`config.mk`:
```
export PLATFORM = sky130hd
export DESIGN_NAME = upsample2d
export DESIGN_NICKNAME = d
export VERILOG_FILES = /design/src/rtl/upsample2d.sv
export SDC_FILE = /design/constraint.sdc
export NUM_CORES = 2
export LEC_CHECK = 0
export CAP_MARGIN = 10
export CORE_MARGIN = 2
export CORE_UTILIZATION = 68
export DETAILED_ROUTE_END_ITERATION = 8
export GPL_ROUTABILITY_DRIVEN = 0
export GPL_TIMING_DRIVEN = 0
export PLACE_DENSITY = 0.88
export RECOVER_POWER = 100
export SLEW_MARGIN = 20
export SYNTH_ARGS = -nofsm -noshare
export SYNTH_HDL_FRONTEND = slang
export SYNTH_SLANG_ARGS = --single-unit
```
`constraint.sdc`:
```
create_clock -name i_clk -period 8.4 [get_ports i_clk]
set_clock_uncertainty 0.2 [all_clocks]
set_input_delay 1.68 -clock i_clk [delete_from_list [all_inputs] [get_ports i_clk]]
set_output_delay 1.68 -clock i_clk [all_outputs]
set_load 0.02 [all_outputs]
```
`src/rtl/upsample2d.sv`:
```
// Streaming 2x nearest-neighbour upsampler: each input pixel is emitted twice
// per row, and each row is replayed from a one-line buffer.
module upsample2d #(
  parameter int DATA_WIDTH = 16,
  parameter int MAX_WIDTH  = 208
) (
  input  logic                  i_clk,
  input  logic                  i_rst,
  input  logic                  i_start,
  input  logic [8:0]            i_width,
  input  logic [8:0]            i_height,
  input  logic [DATA_WIDTH-1:0] i_data,
  input  logic                  i_valid,
  output logic                  o_ready,
  output logic [DATA_WIDTH-1:0] o_data,
  output logic                  o_valid,
  input  logic                  i_ready,
  output logic                  o_done
);

  localparam int XW = (MAX_WIDTH > 1) ? $clog2(MAX_WIDTH) : 1;

  typedef enum logic [1:0] {IDLE, ROW_A, ROW_B} state_t;

  state_t                state_q, state_d;
  logic [8:0]            w_q, w_d, h_q, h_d, y_q, y_d;
  logic [XW-1:0]         x_q, x_d, x_nxt;
  logic                  rep_q, rep_d;
  logic                  valid_q, valid_d;
  logic                  done_q, done_d;
  logic [DATA_WIDTH-1:0] data_q, data_d;
  logic [DATA_WIDTH-1:0] buf_q [MAX_WIDTH];
  logic                  buf_we;
  logic [XW-1:0]         buf_wa;
  logic                  last_x, last_y, beat, accept, bad_cfg;

  assign x_nxt   = x_q + XW'(1);
  assign last_x  = (9'(x_q) == (w_q - 9'd1));
  assign last_y  = (y_q == (h_q - 9'd1));
  assign beat    = valid_q & i_ready;
  assign bad_cfg = (i_width == '0) | (i_height == '0) | (i_width > 9'(MAX_WIDTH));

  // The last beat of a row is the ROW_B preload cycle, so no accept then.
  assign o_ready = (state_q == ROW_A) & (~valid_q | (rep_q & i_ready & ~last_x));
  assign accept  = i_valid & o_ready;

  assign o_data  = data_q;
  assign o_valid = valid_q;
  assign o_done  = done_q;

  always_comb begin
    state_d = state_q;
    w_d     = w_q;
    h_d     = h_q;
    x_d     = x_q;
    y_d     = y_q;
    rep_d   = rep_q;
    valid_d = valid_q;
    data_d  = data_q;
    done_d  = 1'b0;
    buf_we  = accept;
    // An accept alongside a rep==1 beat stores the pixel for the next column.
    buf_wa  = valid_q ? x_nxt : x_q;
    case (state_q)
      IDLE: begin
        valid_d = 1'b0;
        if (i_start) begin
          if (bad_cfg) begin
            done_d = 1'b1;
          end else begin
            w_d     = i_width;
            h_d     = i_height;
            x_d     = '0;
            y_d     = '0;
            rep_d   = 1'b0;
            state_d = ROW_A;
          end
        end
      end
      ROW_A: begin
        if (beat && !rep_q) begin
          rep_d = 1'b1;
        end else if (beat) begin
          rep_d = 1'b0;
          if (last_x) begin
            x_d     = '0;
            data_d  = buf_q[0];
            valid_d = 1'b1;
            state_d = ROW_B;
          end else begin
            x_d     = x_nxt;
            valid_d = accept;
            if (accept) data_d = i_data;
          end
        end else if (accept) begin
          valid_d = 1'b1;
          data_d  = i_data;
          rep_d   = 1'b0;
        end
      end
      ROW_B: begin
        if (beat && !rep_q) begin
          rep_d = 1'b1;
        end else if (beat) begin
          rep_d = 1'b0;
          if (!last_x) begin
            x_d    = x_nxt;
            data_d = buf_q[x_nxt];
          end else if (last_y) begin
            valid_d = 1'b0;
            done_d  = 1'b1;
            state_d = IDLE;
          end else begin
            y_d     = y_q + 9'd1;
            x_d     = '0;
            valid_d = 1'b0;
            state_d = ROW_A;
          end
        end
      end
      default: state_d = IDLE;
    endcase
  end

  always_ff @(posedge i_clk) begin
    if (!i_rst) begin
      state_q <= IDLE;
      w_q     <= '0;
      h_q     <= '0;
      x_q     <= '0;
      y_q     <= '0;
      rep_q   <= 1'b0;
      valid_q <= 1'b0;
      data_q  <= '0;
      done_q  <= 1'b0;
    end else begin
      state_q <= state_d;
      w_q     <= w_d;
      h_q     <= h_d;
      x_q     <= x_d;
      y_q     <= y_d;
      rep_q   <= rep_d;
      valid_q <= valid_d;
      data_q  <= data_d;
      done_q  <= done_d;
    end
  end

  always_ff @(posedge i_clk) begin
    if (buf_we) buf_q[buf_wa] <= i_data;
  end

endmodule

```
==> results of run 1 <==
[metal layers]
layer,GRT usage (%),overflow
met1,71.7,3
met2,85.4,81
met3,67.7,3
met4,60.6,86
met5,42.8,0
[per-stage QoR]
step | setup TNS [ns] | cells | setup slack, ns | utilization (%) | hold WS, ns
floorplan | 0 | 6079 | 4.08 | - | 0.256
global placement | -694.09 | 8661 | -0.737 | 70.4 | 0.285
detailed placement | 0 | 8775 | 1.24 | 72.4 | 0.313
CTS | 0 | 9344 | 0.830 | 77.7 | 0.380
[cells by family after synthesis]
family	count (synthesis)
AND/OR/NAND/NOR	847
adder cells (fa/ha/maj)	8
flip-flops	3384
multiplexers	1060
XOR/XNOR	30
buffers and inverters	366
AO/OA/AOI/OAI	384
==> out/qor.csv, run 1 <==
stage,metric,value,unit
status,status,did not finish,
status,Last stage,global routing,
status,Log Error,[ERROR GRT-0116] Global routing finished with congestion. Check the congestion regions in the DRC Viewer.,
clock_tree,# hold bufs at CTS,0,
floorplanning,Core Rows,161,
global_routing,first-pass GRT wire length,928000,um
clock_tree,H-tree lvl count,5,
global_routing,GRT Residual Overflow,173,
synthesis,Synthesis Warnings,0,
synthesis,adder-cell area share of the yosys netlist,0.0758,%
synthesis,"count leader, synth",edfxtp_1,
synthesis,top post-synthesis cells by area,"edfxtp_1, mux4_2, mux2i_1",
synthesis,synthesized instance count,6079,
global_routing,largest net degree at the start of global routing,152,
synthesis,complex-gate fraction of the synthesized area,2.00,%
synthesis,most common library cells after synthesis,"edfxtp_1, mux4_2, nand2_1, nor2_1, clkbuf_1",
place,PortBufs,56,
synthesis,asr flop ratio synth,0,%
global_routing,vias in the first global route,94600,
place,Post-DP HPWL,338000,um
clock_tree,Clock Path Buffers,4,
synthesis,Synth Flop Type,edfxtp_1,
synthesis,Avg Inst Size Synth,21.7,sq um
synthesis,Mapped Area,132000,sq um
clock_tree,# clock sinks,3384,
clock_tree,# resized after CTS,0,
clock_tree,root buf cell,clkbuf_16,
synthesis,Syn Nets,6126,
floorplanning,Initial Util,68.5,%
synthesis,Synth top area share,75.7,%
floorplanning,total I/O pin count,58,
global_routing,GR Util All Layers,72.5,%
synthesis,xor and xnor area share after synthesis,0.205,%
synthesis,area share of and/or/nand/nor cells after synthesis,2.87,%
synthesis,post-synthesis sequential area ratio,76.5,%
synthesis,"Distinct cells, synth",92,
clock_tree,post-CTS setup buffers,0,
place,Placed Area,139000,sq um
synthesis,post-synthesis mux area share,16.9,%
synthesis,Post-synth EDFFs,3328,
clock_tree,TritonCTS Buffers,332,
synthesis,Yosys top cell by area,edfxtp_1,
synthesis,flop and latch count out of synthesis,3384,
floorplanning,Die Height,445,um
synthesis,main combinational cell family by area after synthesis,multiplexers,
floorplanning,Die W,445,um
==> run 2: changes to the inputs <==
CORE_UTILIZATION = 40   (was 68)
PLACE_DENSITY = not set   (was 0.88)
PLACE_DENSITY_LB_ADDON = 0.15   (was not set)
==> run 2 against run 1 <==
Net effect: the flow now finishes, with violations (max-capacitance violations, max-slew violations, negative setup slack); synthesized cell count stayed put; synthesized area stayed put.
==> out/qor.csv, run 2 <==
stage,metric,value,unit
cells_and_area,Multi-input gate area,29800,sq um
synthesis,Avg Inst Size Synth,21.7,sq um
floorplanning,Initial Util,40.3,%
critical_path,CP Cell Sequence,"ha_1, buf_2, buf_4, buf_2, clkbuf_1, buf_2, clkbuf_2, buf_12, mux4_2, nand2_1, a21oi_1, nor4_1, a31oi_1, o21ai_1, a31oi_1",
sta,Final setup viols,41,
global_routing,GR Util All Layers,32.0,%
clock_tree,Clock Path Buffers,4,
critical_path,max incr delay on CP,1.50,ns
pwr,Pwr Density,268,nW/um^2
pwr,Pleak,46.4,nW
place,Placed Area,145000,sq um
drt,"antenna viol nets, final",0,
critical_path,"CP delay by family, top",buffers and inverters,
synthesis,Synthesis Warnings,0,
floorplanning,Core Box Area,328000,sq um
drt,WL/cell,47.5,um
synthesis,Synth top area share,75.7,%
clock_tree,post-CTS setup buffers,0,
synthesis,flop and latch count out of synthesis,3384,
hold_path,class of the worst hold path,reg2reg,
cells_and_area,"Core Util, Final",46.9,%
drt,Total Routed Length,540000,um
floorplanning,Die Height,579,um
synthesis,synthesized instance count,6079,
floorplanning,total I/O pin count,58,
synthesis,"count leader, synth",edfxtp_1,
cells_and_area,"Most flops, register",buf_q,
clock_tree,clk slew on worst S/H paths,0.06,ns
critical_path,Crit Path Max Fanout,10,
synthesis,adder-cell area share of the yosys netlist,0.0758,%
floorplanning,Core Rows,210,
synthesis,Post-synth EDFFs,3328,
drt,DR pass1 iterations,9,
synthesis,Yosys top cell by area,edfxtp_1,
clock_tree,TritonCTS Buffers,361,
critical_path,number of cells on the critical path,15,
status,status,finished with violations,
drt,vias per cell,6.59,
critical_path,Buf/Inv on CP,7,
clock_tree,# resized after CTS,0,
synthesis,xor and xnor area share after synthesis,0.205,%
synthesis,post-synthesis mux area share,16.9,%
clock_tree,H-tree lvl count,5,
global_routing,first-pass GRT wire length,691000,um
place,Post-DP HPWL,370000,um
synthesis,post-synthesis sequential area ratio,76.5,%
drt,Initial DRC Count,14300,
clock_tree,clk_lat worst skew,0.96,ns
clock_tree,# clock sinks,3384,
cells_and_area,most frequent cells in the layout,"edfxtp_1, mux4_2, clkbuf_16",
synthesis,main combinational cell family by area after synthesis,multiplexers,
floorplanning,die footprint,335000,sq um
sta,slack of the critical path,-0.287,ns
synthesis,area share of and/or/nand/nor cells after synthesis,2.87,%
critical_path,"Arr. time, crit path",9.29,ns
critical_path,Worst EP required,9.00,ns
critical_path,worst reg2reg path depth,15,
sta,final hold vios,0,
synthesis,most common library cells after synthesis,"edfxtp_1, mux4_2, nand2_1, nor2_1, clkbuf_1",
pwr,worst vdd ir,0.172,mV
critical_path,Worst setup SP type,flop,
drt,routed vias,75000,
critical_path,CP endpoint kind,flop,
cells_and_area,max reg flops,3328,
cells_and_area,nets@finish,6757,
critical_path,critical setup path kind,reg2reg,
cells_and_area,Area Growth Syn to Fin,16.3,%
synthesis,complex-gate fraction of the synthesized area,2.00,%
critical_path,Crit path top cell by count,buf_2,
cells_and_area,Filler cells,27200,
synthesis,top post-synthesis cells by area,"edfxtp_1, mux4_2, mux2i_1",
clock_tree,root buf cell,clkbuf_16,
pwr,Power Total,41.1,mW
synthesis,Syn Nets,6126,
job,max cap viols,80,
global_routing,vias in the first global route,69600,
clock_tree,CTS tree,done,
status,failing checks,"max-capacitance violations, max-slew violations, negative setup slack",
cells_and_area,"Design Area, Final",154000,sq um
cells_and_area,fraction of layout cells with a size suffix above 1,28.9,%
critical_path,worst-path cell with the longest stage delay,clkbuf_1,
sta,Worst Tran Pin Value,5.66,ns
sta,fmax,115,MHz
hold_path,hold depth,2,
global_routing,antenna violations before repair,64,
sta,Final Cycle Share,103,%
sta,RSZ-0062 raised after global routing,false,
clock_tree,# hold bufs at CTS,0,
global_routing,GRT Residual Overflow,0,
cells_and_area,Reg area,101000,sq um
global_routing,largest net degree at the start of global routing,129,
drt,drt drc,0,
sta,post-layout min period,8.69,ns
cells_and_area,"commonest non-fill, non-tap cell in the layout",edfxtp_1,
synthesis,asr flop ratio synth,0,%
place,PortBufs,56,
synthesis,"Distinct cells, synth",92,
synthesis,Mapped Area,132000,sq um
sta,final max-slew violation count,3489,
sta,Setup TNS Final,-1.73,ns
floorplanning,Die W,579,um
sta,Max-slew headroom,-277,%
synthesis,Synth Flop Type,edfxtp_1,
[run 2: cell counts after synthesis]
No cell type changed its count.
[run 2: worst paths after layout]
path | startpoint | to | slack [ns]
hold / removal | y_q[8]$_SDFFE_PN0P_ | y_q[8]$_SDFFE_PN0P_ | 0.30
hold reg to reg | y_q[8]$_SDFFE_PN0P_ | y_q[8]$_SDFFE_PN0P_ | 0.30
setup / recovery | x_q[0]$_SDFFE_PN0P_ | o_data[4]$_SDFFE_PN0P_ | -0.29
setup reg to reg | x_q[0]$_SDFFE_PN0P_ | o_data[4]$_SDFFE_PN0P_ | -0.29
[run 2: metrics by stage]
| stage | std cells | setup slack [ns] | hold WS [ns] |
|---|---|---|---|
| 3_5_place_dp | 10700 | 1.15 | 0.285 |
| 5_1_grt | 11300 | 0.305 | 0.355 |
| 2_1_floorplan | 6079 | 4.08 | 0.256 |
| 6_report | 11400 | -0.287 | 0.296 |
| 3_3_place_gp | 10500 | -1.89 | 0.294 |
| 4_1_cts | 11300 | 1.11 | 0.293 |
[run 2: worst register-to-register path, cell delays in order, from the launching register on]
cell and delay [ns]:
dfxtp_1 0.32, ha_1 0.28, buf_2 0.30, buf_4 0.37, buf_2 0.70, clkbuf_1 1.51
buf_2 0.81, clkbuf_2 0.51, buf_12 0.25, mux4_2 0.38, nand2_1 0.09, a21oi_1 0.26
nor4_1 1.12, a31oi_1 0.52, o21ai_1 0.75, a31oi_1 0.16
[run 2: kinds of logic (layout without fill, tap and decap cells)]
family	after synthesis	after routing
mux	1060	1060
flops	3384	3384
fa+ha+maj	8	8
compound gates	384	384
buf+inv	366	1281
simple gates	847	847
other cells	0	36
xor+xnor	30	30
[run 2: layout make-up]
cell class | instances | area share [%]
well taps | 4346 | 3.54
multi-input cells | 2329 | 19.4
clock inverters | 188 | 0.973
plain buffers | 350 | 1.26
flip-flops and latches | 3384 | 65.8
repair buffers | 268 | 2.67
inverters | 16 | 0.0391
clock buffers | 459 | 6.29
diodes | 36 | 0.0586
[run 2: metal layers]
metal  GRT usage, %  routed length, um  vias to the layer above  part of all wire [%]
li1               -                  -                    27000                     -
met1           42.5             196000                    40700                    36
met2           45.7             228000                     5999                    42
met3           11.3              75600                     1302                    14
met4           18.1              39900                       14                   7.4
met5              0                 89                        -                 0.016
[run 2: power breakdown]
group | leakage, nW | internal [mW] | switching (mW)
Clock | 5.45 | 8.71 | 6.81
Combinational | 10.6 | 2.34 | 4.55
Sequential | 30.4 | 18.6 | 0.0584
Total | 46.4 | 29.7 | 11.4
Power figures use the tool's default switching activity.
